<file path="src/rtl/cpu_pkg.sv">
// Shared types and field positions for the 8-bit CPU control sequencer.
// Optional build macro: CPU_SINGLE_STEP_EN adds the PAUSE state to ctrl_state_e.
package cpu_pkg;

  localparam int REG_ADDR_W = 4;
  localparam int INSTR_W    = 16;
  localparam int IMM_W      = 8;

  // Instruction word field positions
  localparam int OPC_MSB = 15;
  localparam int OPC_LSB = 12;
  localparam int RD_MSB  = 11;
  localparam int RD_LSB  = 8;
  localparam int RS1_MSB = 7;
  localparam int RS1_LSB = 4;
  localparam int RS2_MSB = 3;
  localparam int RS2_LSB = 0;
  localparam int IMM_MSB = 7;
  localparam int IMM_LSB = 0;

  // Opcodes A..E are unassigned and behave as NOP.
  typedef enum logic [3:0] {
    OPC_NOP  = 4'h0,
    OPC_ADD  = 4'h1,
    OPC_SUB  = 4'h2,
    OPC_AND  = 4'h3,
    OPC_OR   = 4'h4,
    OPC_XOR  = 4'h5,
    OPC_LDI  = 4'h6,
    OPC_MOV  = 4'h7,
    OPC_JMP  = 4'h8,
    OPC_JZ   = 4'h9,
    OPC_HALT = 4'hF
  } opcode_e;

  typedef enum logic [2:0] {
    ALU_ADD    = 3'd0,
    ALU_SUB    = 3'd1,
    ALU_AND    = 3'd2,
    ALU_OR     = 3'd3,
    ALU_XOR    = 3'd4,
    ALU_PASS_B = 3'd5
  } alu_op_e;

  typedef enum logic [2:0] {
    ST_FETCH     = 3'd0,
    ST_DECODE    = 3'd1,
    ST_EXECUTE   = 3'd2,
    ST_WRITEBACK = 3'd3,
`ifdef CPU_SINGLE_STEP_EN
    ST_HALT      = 3'd4,
    ST_PAUSE     = 3'd5
`else
    ST_HALT      = 3'd4
`endif
  } ctrl_state_e;

  // Opcode field of an instruction word, as the enum type.
  function automatic opcode_e get_opcode(input logic [INSTR_W-1:0] iw);
    return opcode_e'(iw[OPC_MSB:OPC_LSB]);
  endfunction

endpackage

</file>
<file path="src/rtl/instr_decoder.sv">
// Purely combinational instruction decoder: IR -> register addresses,
// immediate, ALU control and instruction-class flags.
module instr_decoder
  import cpu_pkg::*;
#(
  parameter int DATA_W = 8
) (
  input  logic [INSTR_W-1:0]    ir_i,
  output logic [REG_ADDR_W-1:0] rd_o,
  output logic [REG_ADDR_W-1:0] rs1_o,
  output logic [REG_ADDR_W-1:0] rs2_o,
  output logic [DATA_W-1:0]     imm_o,
  output alu_op_e               alu_op_o,
  output logic                  b_sel_o,
  output logic                  is_wb_o,
  output logic                  is_jmp_o,
  output logic                  is_jz_o,
  output logic                  is_halt_o
);

  logic [IMM_W-1:0] imm8;

  assign rd_o  = ir_i[RD_MSB:RD_LSB];
  assign rs1_o = ir_i[RS1_MSB:RS1_LSB];
  assign rs2_o = ir_i[RS2_MSB:RS2_LSB];
  assign imm8  = ir_i[IMM_MSB:IMM_LSB];

  // Map the opcode to ALU control and class flags; unlisted opcodes act as NOP.
  always_comb begin
    imm_o     = DATA_W'(imm8);
    alu_op_o  = ALU_ADD;
    b_sel_o   = 1'b0;
    is_wb_o   = 1'b0;
    is_jmp_o  = 1'b0;
    is_jz_o   = 1'b0;
    is_halt_o = 1'b0;
    case (get_opcode(ir_i))
      OPC_ADD: begin alu_op_o = ALU_ADD; is_wb_o = 1'b1; end
      OPC_SUB: begin alu_op_o = ALU_SUB; is_wb_o = 1'b1; end
      OPC_AND: begin alu_op_o = ALU_AND; is_wb_o = 1'b1; end
      OPC_OR:  begin alu_op_o = ALU_OR;  is_wb_o = 1'b1; end
      OPC_XOR: begin alu_op_o = ALU_XOR; is_wb_o = 1'b1; end
      OPC_LDI: begin
        alu_op_o = ALU_PASS_B;
        b_sel_o  = 1'b1;
        is_wb_o  = 1'b1;
      end
      // MOV is rs1 + 0: the rs2 field is ignored and a zero immediate is fed in.
      OPC_MOV: begin
        alu_op_o = ALU_ADD;
        b_sel_o  = 1'b1;
        imm_o    = '0;
        is_wb_o  = 1'b1;
      end
      OPC_JMP:  is_jmp_o  = 1'b1;
      OPC_JZ:   is_jz_o   = 1'b1;
      OPC_HALT: is_halt_o = 1'b1;
      default:  ;
    endcase
  end

endmodule

</file>
<file path="src/rtl/cpu_control_unit.sv">
// Multi-cycle control sequencer for the 8-bit CPU datapath.
// FETCH -> DECODE -> EXECUTE -> [WRITEBACK] -> FETCH, plus terminal HALT.
// Optional build macro: CPU_SINGLE_STEP_EN adds a `step` input and a PAUSE
// state entered instead of FETCH after every completed instruction.
module cpu_control_unit
  import cpu_pkg::*;
#(
  parameter int PC_W   = 8,
  parameter int DATA_W = 8
) (
  input  logic                  CLK,
  input  logic                  RST,
  input  logic [INSTR_W-1:0]    instr,
  input  logic                  instr_valid,
  input  logic                  alu_zero,
`ifdef CPU_SINGLE_STEP_EN
  input  logic                  step,
`endif
  output logic [PC_W-1:0]       pc,
  output logic [REG_ADDR_W-1:0] RA1,
  output logic [REG_ADDR_W-1:0] RA2,
  output logic [REG_ADDR_W-1:0] WA,
  output logic                  write_enable,
  output logic [2:0]            alu_op,
  output logic                  alu_b_sel,
  output logic [DATA_W-1:0]     imm,
  output logic                  halted
);

  // Where an instruction goes once it has finished.
`ifdef CPU_SINGLE_STEP_EN
  localparam ctrl_state_e DONE_ST = ST_PAUSE;
`else
  localparam ctrl_state_e DONE_ST = ST_FETCH;
`endif

  ctrl_state_e           state_q, state_d;
  logic [PC_W-1:0]       pc_q, pc_d;
  logic [INSTR_W-1:0]    ir_q, ir_d;
  logic                  z_q, z_d;
  logic [REG_ADDR_W-1:0] ra1_q, ra1_d;
  logic [REG_ADDR_W-1:0] ra2_q, ra2_d;
  logic [REG_ADDR_W-1:0] wa_q, wa_d;
  alu_op_e               alu_op_q, alu_op_d;
  logic                  b_sel_q, b_sel_d;
  logic [DATA_W-1:0]     imm_q, imm_d;

  logic [REG_ADDR_W-1:0] dec_rd, dec_rs1, dec_rs2;
  logic [DATA_W-1:0]     dec_imm;
  alu_op_e               dec_alu_op;
  logic                  dec_b_sel, dec_is_wb, dec_is_jmp, dec_is_jz, dec_is_halt;
  logic [PC_W-1:0]       pc_inc, pc_tgt;

  instr_decoder #(
    .DATA_W (DATA_W)
  ) u_decoder (
    .ir_i      (ir_q),
    .rd_o      (dec_rd),
    .rs1_o     (dec_rs1),
    .rs2_o     (dec_rs2),
    .imm_o     (dec_imm),
    .alu_op_o  (dec_alu_op),
    .b_sel_o   (dec_b_sel),
    .is_wb_o   (dec_is_wb),
    .is_jmp_o  (dec_is_jmp),
    .is_jz_o   (dec_is_jz),
    .is_halt_o (dec_is_halt)
  );

  // PC wraps naturally at 2^PC_W; branch target is the zero-extended imm8.
  assign pc_inc = pc_q + PC_W'(1);
  assign pc_tgt = PC_W'(ir_q[IMM_MSB:IMM_LSB]);

  // State, PC, IR, Z flag and registered datapath controls.
  always_ff @(posedge CLK) begin
    if (RST) begin
      state_q  <= ST_FETCH;
      pc_q     <= '0;
      ir_q     <= '0;
      z_q      <= 1'b0;
      ra1_q    <= '0;
      ra2_q    <= '0;
      wa_q     <= '0;
      alu_op_q <= ALU_ADD;
      b_sel_q  <= 1'b0;
      imm_q    <= '0;
    end else begin
      state_q  <= state_d;
      pc_q     <= pc_d;
      ir_q     <= ir_d;
      z_q      <= z_d;
      ra1_q    <= ra1_d;
      ra2_q    <= ra2_d;
      wa_q     <= wa_d;
      alu_op_q <= alu_op_d;
      b_sel_q  <= b_sel_d;
      imm_q    <= imm_d;
    end
  end

  // Next-state and sequencing decisions; everything holds unless a state changes it.
  always_comb begin
    state_d  = state_q;
    pc_d     = pc_q;
    ir_d     = ir_q;
    z_d      = z_q;
    ra1_d    = ra1_q;
    ra2_d    = ra2_q;
    wa_d     = wa_q;
    alu_op_d = alu_op_q;
    b_sel_d  = b_sel_q;
    imm_d    = imm_q;
    case (state_q)
      ST_FETCH: begin
        if (instr_valid) begin
          ir_d    = instr;
          state_d = ST_DECODE;
        end
      end
      // Datapath controls are captured here and held through WRITEBACK.
      ST_DECODE: begin
        ra1_d    = dec_rs1;
        ra2_d    = dec_rs2;
        wa_d     = dec_rd;
        alu_op_d = dec_alu_op;
        b_sel_d  = dec_b_sel;
        imm_d    = dec_imm;
        state_d  = ST_EXECUTE;
      end
      ST_EXECUTE: begin
        if (dec_is_halt) begin
          state_d = ST_HALT;
        end else if (dec_is_wb) begin
          state_d = ST_WRITEBACK;
        end else begin
          if (dec_is_jmp) begin
            pc_d = pc_tgt;
          end else if (dec_is_jz) begin
            pc_d = z_q ? pc_tgt : pc_inc;
          end else begin
            pc_d = pc_inc;
          end
          state_d = DONE_ST;
        end
      end
      ST_WRITEBACK: begin
        z_d     = alu_zero;
        pc_d    = pc_inc;
        state_d = DONE_ST;
      end
      ST_HALT: state_d = ST_HALT;
`ifdef CPU_SINGLE_STEP_EN
      ST_PAUSE: begin
        if (step) state_d = ST_FETCH;
      end
`endif
      default: state_d = ST_FETCH;
    endcase
  end

  // The register file samples write_enable on the same edge that applies RST,
  // so the strobe is masked by RST to drop a write caught mid-WRITEBACK.
  assign write_enable = (state_q == ST_WRITEBACK) && !RST;
  assign halted       = (state_q == ST_HALT);

  assign pc        = pc_q;
  assign RA1       = ra1_q;
  assign RA2       = ra2_q;
  assign WA        = wa_q;
  assign alu_op    = alu_op_q;
  assign alu_b_sel = b_sel_q;
  assign imm       = imm_q;

endmodule

</file>
<file path="config.mk">
export PLATFORM = sky130hd
export DESIGN_NAME = cpu_control_unit
export DESIGN_NICKNAME = d
export VERILOG_FILES = /design/src/rtl/cpu_pkg.sv /design/src/rtl/instr_decoder.sv /design/src/rtl/cpu_control_unit.sv
export SDC_FILE = /design/constraint.sdc
export NUM_CORES = 1
export LEC_CHECK = 0
export CAP_MARGIN = 20
export CORE_MARGIN = 5
export CORE_UTILIZATION = 30
export CTS_BUF_LIST = sky130_fd_sc_hd__clkbuf_4
export DETAILED_ROUTE_END_ITERATION = 12
export SLEW_MARGIN = 20
export SYNTH_ARGS = -nofsm -noshare
export SYNTH_HDL_FRONTEND = slang
export SYNTH_SLANG_ARGS = --single-unit
</file>
<file path="constraint.sdc">
create_clock -name CLK -period 3.1 [get_ports CLK]
set_input_delay 0.775 -clock CLK [delete_from_list [all_inputs] [get_ports CLK]]
set_output_delay 0.775 -clock CLK [all_outputs]
set_load 0.01 [all_outputs]
</file>
; Yosys cells after proc, flatten, opt, wreduce, memory -nomap -nowiden
; Cells that the tools add are included.
[totals]
out_inout_bits = 34
wordCells = 53
register_bits = 52
in_bits = 20
[classes]
mux = 17
n_reduce_logical = 8
add_sub_neg = 1
eq_ne = 17
[ops]
columns = operator, count
row1 = $mux 8, 6
row2 = $eq 4x3->1 const B, 4
row3 = $pmux 8 s2, 1
row4 = $pmux 3 s5, 1
row5 = $eq 4x4->1 const B, 3
row6 = $pmux 3 s4, 1
row7 = $add 8x1->8 const B, 1
row8 = $eq 4x2->1 const B, 2
row9 = $reduce_or 7->1, 1
row10 = $eq 3x2->1 const B, 2
row11 = $mux 3, 2
row12 = $ne 2x2->1 const B, 3
row13 = $mux 1, 5
row14 = $eq 4x1->1 const B, 1
row15 = $eq 3x1->1 const B, 1
row16 = $eq 3x3->1 const B, 1
row17 = $logic_not 3->1, 1
row18 = $reduce_and 3->1, 1
row19 = $mux 2, 1
row20 = $reduce_and 2->1, 1
row21 = $reduce_bool 2->1, 1
row22 = $reduce_or 2->1, 1
row23 = $logic_and 1x1->1, 1
row24 = $logic_not 1->1, 1

; Logic depth before layout (Yosys ltp)
; Gate-level depths: netlist of the first run.
[depth]
word_depth = 7
depth_mapped = 6
ltp_nobuf = 5

; Hierarchy
; A second synthesis of the first run with hierarchy kept.
[hier_totals]
hier_cells = 299
area_unflattened_um2 = 2347.3
[modules_own_cells]
columns = mod, cells_per_inst, n_inst, seq_area_each_um2, area_each_um2
row1 = cpu_control_unit, 261, 1, 1041.0, 2100.8
row2 = instr_decoder, 38, 1, 0.0, 246.5

; Worst setup path after synthesis of the first run
; OpenSTA, ideal clock, no wires.
[synth_timing]
path_kind = in2out
startpoint = in RST
endpoint = out write_enable
slack_ps = 928
path_buffers = 2
required_time_ps = 2325
t_arrival_ps = 1397
cell_stages = 3
path_cell_list = clkbuf_1 -> clkbuf_1 -> nor2_1
[synth_via]
elab_chain_len = 2
[synth_rtl]
columns = item, line
row1 = start: declaration, cpu_control_unit.sv:12  ; input logic RST,
row2 = $logic_not 1->1, cpu_control_unit.sv:163  ; assign write_enable = (state_q == ST_WRITEBACK) && !RST;
row3 = $logic_and 1x1->1, cpu_control_unit.sv:163
row4 = end: declaration, cpu_control_unit.sv:23  ; output logic write_enable,
; Every way passes these cells.

; Worst setup path in the final report of the first run
[layout_timing]
startpoint = reg state_q[0]
endpoint = out write_enable
[layout_via]
elab_chain_len = 2
[layout_rtl]
columns = item, line
row1 = start: declaration, cpu_control_unit.sv:37  ; ctrl_state_e state_q, state_d;
row2 = start signal: assignment, cpu_control_unit.sv:88  ; state_q <= state_d;
row3 = $eq 3x2->1, cpu_control_unit.sv:163
row4 = $logic_and 1x1->1, cpu_control_unit.sv:163
; Every way passes these cells.

==> results of run 1 <==
[worst min-delay path by stage]
stage               cells past startpoint                     end              startpoint
floorplan                               2      WA[0]$_SDFFE_PP0N_    ir_q[8]$_SDFFE_PP0P_
global placement                        2    ir_q[8]$_SDFFE_PP0P_    ir_q[8]$_SDFFE_PP0P_
detailed placement                      2  alu_op[2]$_SDFFE_PP0N_  alu_op[2]$_SDFFE_PP0N_
CTS                                     2      WA[3]$_SDFFE_PP0N_   ir_q[11]$_SDFFE_PP0P_
global route                            2  alu_op[2]$_SDFFE_PP0N_  alu_op[2]$_SDFFE_PP0N_
finish                                  2      WA[3]$_SDFFE_PP0N_   ir_q[11]$_SDFFE_PP0P_
[state kept, by name, summed over array words and instances, names as in the netlist]
signal     count
pc             8
RA2            4
imm            8
RA1            4
z_q            1
ir_q          16
WA             4
alu_b_sel      1
alu_op         3
state_q        3
[power breakdown]
part	internal [uW]	leakage (uW)	switching, uW
registers	693	0.000422	31.3
clock network	183	0.0000463	212
logic	72.6	0.000516	86.1
total	948	0.000985	330
[per-layer routing]
metal / track usage, % / vias up / routed length, um
li1: - / 1004 / -
met1: 17.9 / 898 / 2790
met2: 20.0 / 42 / 2570
met3: 2.84 / 5 / 239
met4: 3.79 / 0 / 53
met5: 0 / - / 0
[cells in the final DEF (no fill, tap or decap), types with 4 or more instances in the layout]
master	count
a21oi_1	38
a22oi_1	9
clkbuf_4	6
clkdlybuf4s50_1	52
dfxtp_1	52
inv_1	11
mux2i_1	6
nand2_1	65
nand2b_1	4
nand3_1	8
nor2_1	18
o32ai_1	5
[worst min-delay path, cell delays in order (launching register included)]
cell and delay (ns):
dfxtp_1 0.34, nand2_1 0.05, a21oi_1 0.05
[logic make-up after synthesis]
logic type,share of synthesized area [%]
simple gates,22.2
buf+inv,5.87
fa+ha+maj,0.569
compound gates,19.8
mux,3.76
flops,47.4
xor+xnor,0.399
[area by class of cell]
cell class,count,area (um^2)
clock buffer,6,45.0
sequential,52,1040
fill,734,4310
inverter,11,41.3
timing repair buffer,55,541
multi-input combinational,186,1040
clock inverter,2,38.8
tap,99,124
[stage by stage]
step	worst slack (ns)	std cells	area (um^2)	power [uW]
6_report	0.529	411	2870	1280
4_1_cts	0.480	411	2870	1300
2_1_floorplan	0.928	267	2200	832
5_1_grt	0.386	411	2870	1350
3_3_place_gp	0.776	403	2780	898
3_5_place_dp	0.771	403	2780	900
==> impl_metrics.ini, run 1 <==
[sta]
fin_skew_ns = 0.0162
tns_ns = 0
finalCritPeriodShare_pct = 82.9
fmax_mhz = 389
rsz0062_at_grt = false
worst_pin_slew_ns = 0.988
maxSlewViolCount = 0
setup-violations-final = 0
relSlewSlack_pct = 34.1
min_period_ns = 2.57
whs_ns = 0.462
hold_viol_final = 0

[floorplanning]
dieArea_um2 = 9140
die_y_um = 95.6
rows = 31
initial_core_util_pct = 30.6
die_x_um = 95.6
pin_count = 54
core_um2 = 7180

[flow_run]
cap_violations = 0

[clock_tree]
tritoncts = done
htreeDepth = 2
cts_setup_buffers = 0
clk_latency_ns = 0.36
cts_sinks = 52
cts_resized = 0
path_clk_slew_ns = 0.15
clk_path_buf_depth = 2
hold_buffers = 0
numCtsBuffers = 5
cts-root-buf = clkbuf_4

[worst_setup_path]
crit_chain = nand3b_1, nor2_1, clkdlybuf4s50_1
critPathBufInv = 1
crit_family = flip-flops
r2r-end = imm[0]$_SDFFE_PP0N_
path_depth = 3
crit_type = flip-flop to output pin
critPathMaxStageDelay_ns = 0.56
cp.arrival_ns = 1.80
worstReg2RegStart = state_q[0]$_SDFFE_PP0P_
reg2regPathDepth = 4
cp.required_ns = 2.32
r2r_slack_ns = 0.98
cp-end-kind = output pin
crit_slowest_cell = dfxtp_1
crit_path_start_kind = flip-flop
path_max_fanout = 12
startpoint = state_q[0]$_SDFFE_PP0P_
crit_end = write_enable

[logic_synthesis]
yosys.area.top_type_share_pct = 47.4
yosysWarnings = 0
yosys_register_bits = 52
synth_fp_nets = 288
synth_top_cell_by_area = dfxtp_1
ys.flop_type = dfxtp_1
seq_area_frac_synth_pct = 47.4
synth_edf_count = 0
syn_inst = 267
ys_top_cells_by_area = dfxtp_1 (47%), nand2_1 (11%), a21oi_1 (8.7%)
syn_area_per_cell_um2 = 8.23
synthTopCellsByCount = nand2_1 (65), dfxtp_1 (52), a21oi_1 (38)
yosys.cell_count.top_type = nand2_1
syn_area_um2 = 2200
synth.distinct_cells = 39
synth-async-reset-ratio_pct = 0

[place]
place_hpwl_um = 3980
place.gp.congestion = 0.838
portBuffers = 53

[global_route]
grt_pass1_vias = 1932
grt_pass1_wl_um = 9250
overflow = 0
grt_max_degree = 54
gr-usage-all-layers_pct = 12.9
antenna_found_initial = 0

[routing]
initialDrtViolationCount = 154
drc_errors = 0
wl_per_cell_um = 13.8
routed-via-count = 1949
routed_wl_um = 5660
drtPass1Iterations = 4
ant_nets = 0
routed_via_density = 4.74

[finish]
final_core_util_pct = 40.0
fin_nets = 332
area_growth_pct = 30.5
diodes = 0
final_layout_size_suffix_gt1_share_pct = 6.73

[run_status]
status = complete, no violations

[power]
p_leak_uw = 0.000985
irDropWorstVdd_v = 0.000241
power_density_nw_per_um2 = 446

[hold_path]
hp-class = flip-flop to flip-flop
No activity file was read; power rests on OpenSTA's default activity.
==> run 2: changes to the inputs <==
==> constraint.sdc (replaced) <==
create_clock -name CLK -period 2.45 [get_ports CLK]
set_input_delay 0.6125 -clock CLK [delete_from_list [all_inputs] [get_ports CLK]]
set_output_delay 0.6125 -clock CLK [all_outputs]
set_load 0.01 [all_outputs]
==> run 2 against run 1 <==
Against the previous run:
- flip-flop and latch count stayed put
- sequential power is 26% higher
- final cell count is 0.97% higher
- hold slack better by 0.0052 ns
- global-route usage is 0.49 points higher
- clock power hardly changed
- largest cell class unchanged
- critical path type unchanged
- critical path depth stayed put
==> impl_metrics.ini, run 2 (synthesized netlist as in run 1, its figures left out) <==
[floorplanning]
core_um2 = 7180
dieArea_um2 = 9140
pin_count = 54
die_x_um = 95.6
die_y_um = 95.6
rows = 31
initial_core_util_pct = 30.6

[clock_tree]
clk_path_buf_depth = 2
numCtsBuffers = 5
cts_sinks = 52
htreeDepth = 2
cts-root-buf = clkbuf_4
tritoncts = done
cts_resized = 0
path_clk_slew_ns = 0.15
cts_setup_buffers = 0
clk_latency_ns = 0.38
hold_buffers = 0

[worst_setup_path]
critPathMaxStageDelay_ns = 0.55
crit_chain = nand3b_1, nor2_1, clkdlybuf4s50_1
crit_type = flip-flop to output pin
cp-end-kind = output pin
reg2regPathDepth = 4
path_max_fanout = 7
critPathBufInv = 1
cp.arrival_ns = 1.68
crit_path_start_kind = flip-flop
crit_family = buffers and inverters
worstReg2RegStart = ir_q[13]$_SDFFE_PP0P_
cp.required_ns = 1.84
r2r_slack_ns = 0.63
crit_slowest_cell = clkdlybuf4s50_1
r2r-end = pc[0]$_SDFFE_PP0P_

[global_route]
grt_pass1_wl_um = 9400
grt_pass1_vias = 1864
grt_max_degree = 54
gr-usage-all-layers_pct = 13.4
antenna_found_initial = 0
overflow = 0

[sta]
maxSlewViolCount = 0
hold_viol_final = 0
fmax_mhz = 437
setup-violations-final = 0
rsz0062_at_grt = false
worst_pin_slew_ns = 0.755
fin_skew_ns = 0.0181
min_period_ns = 2.29
finalCritPeriodShare_pct = 93.4
relSlewSlack_pct = 49.7
tns_ns = 0

[finish]
final_layout_size_suffix_gt1_share_pct = 8.54
largest_reg_flops = 16
area_growth_pct = 30.9
largest_register = ir_q
final_common_cell = nand2_1
layout.filler_cells = 726
stdcell_count = 415
fin_nets = 336
final_cell_mix = nand2_1 (65), clkdlybuf4s50_1 (52), dfxtp_1 (50)
diodes = 0

[routing]
ant_nets = 0
routed-via-count = 1941
routed_wl_um = 5840
initialDrtViolationCount = 141
drtPass1Iterations = 4
wl_per_cell_um = 14.1
routed_via_density = 4.68
drc_errors = 0

[hold_path]
hold_end = WA[3]$_SDFFE_PP0N_
min_from = ir_q[11]$_SDFFE_PP0P_
holdPathStages = 2
hp-class = flip-flop to flip-flop

[flow_run]
cap_violations = 0

[place]
portBuffers = 53
place.gp.congestion = 0.830
place_hpwl_um = 4000
dp_cells = 407

[power]
p_leak_uw = 0.000990
power_density_nw_per_um2 = 530
irDropWorstVdd_v = 0.000213

[run_status]
status = complete, no violations
[run 2: changes by cell type in the layout (fill, tap and decap cells not counted)]
cell,change
bufinv_16,-1
dfxtp_1,-2
clkinv_2,+1
clkinvlp_4,+1
dfxtp_2,+2
clkbuf_4,-1
buf_4,+4
[run 2: layout make-up]
class | instances | area, um^2 | area share [%]
clock inverters | 3 | 21.3 | 0.740
inverters | 11 | 41.3 | 1.44
well taps | 99 | 124 | 4.31
flip-flops and latches | 52 | 1040 | 36.3
clock buffers | 5 | 37.5 | 1.31
multi-input cells | 186 | 1040 | 36.1
repair buffers | 59 | 571 | 19.8
[run 2: routing by layer]
metal  vias up  routed length (um)  GRT usage (%)
met5         -                   0              0
met4         0                  68           4.15
met3         7                 286           3.24
met2        42                2540           20.6
met1       885                2950           18.5
li1       1007                   -              -
[run 2: through the flow]
stage	hold slack, ns	area (um^2)	util, %	setup WS [ns]	total power, uW
2_1_floorplan	0.432	2200	-	0.603	1050
3_3_place_gp	0.442	2810	39.2	0.334	1140
3_5_place_dp	0.446	2810	39.2	0.313	1150
4_1_cts	0.470	2870	40.0	0.00368	1540
5_1_grt	0.492	2880	40.1	0.0301	1610
6_report	0.467	2880	40.1	0.161	1520
[run 2: worst max path at each step]
| stage | slack (ns) | end | startpoint | cells past startpoint |
|---|---|---|---|---|
| floorplan | 0.60 | write_enable | RST | 3 |
| global placement | 0.33 | ir_q[4]$_SDFFE_PP0P_ | instr_valid | 5 |
| detailed placement | 0.31 | ir_q[7]$_SDFFE_PP0P_ | instr_valid | 5 |
| CTS | 0.004 | write_enable | state_q[0]$_SDFFE_PP0P_ | 3 |
| global route | 0.03 | write_enable | state_q[0]$_SDFFE_PP0P_ | 3 |
| finish | 0.16 | write_enable | state_q[1]$_SDFFE_PP0P_ | 3 |
[run 2: report_power, final]
group / internal (uW) / switching [uW] / leakage, uW
registers: 878 / 37.4 / 0.000423
logic: 97.3 / 114 / 0.000535
clock network: 114 / 284 / 0.0000316
total: 1090 / 436 / 0.000990
[run 2: worst min-delay path, delay by kind of cell, from the launching register on]
kind | cells | cell delay [ns]
compound gates | 1 | 0.05
simple gates | 1 | 0.05
flops | 1 | 0.34
==> run 3: changes to the inputs <==
--- a/config.mk
+++ b/config.mk
@@ -14,3 +14,4 @@
 export SYNTH_ARGS = -nofsm -noshare
 export SYNTH_HDL_FRONTEND = slang
 export SYNTH_SLANG_ARGS = --single-unit
+export TNS_END_PERCENT = 20
==> results of run 3 <==
Final layout, timing and power as in run 2 (identical DEF).
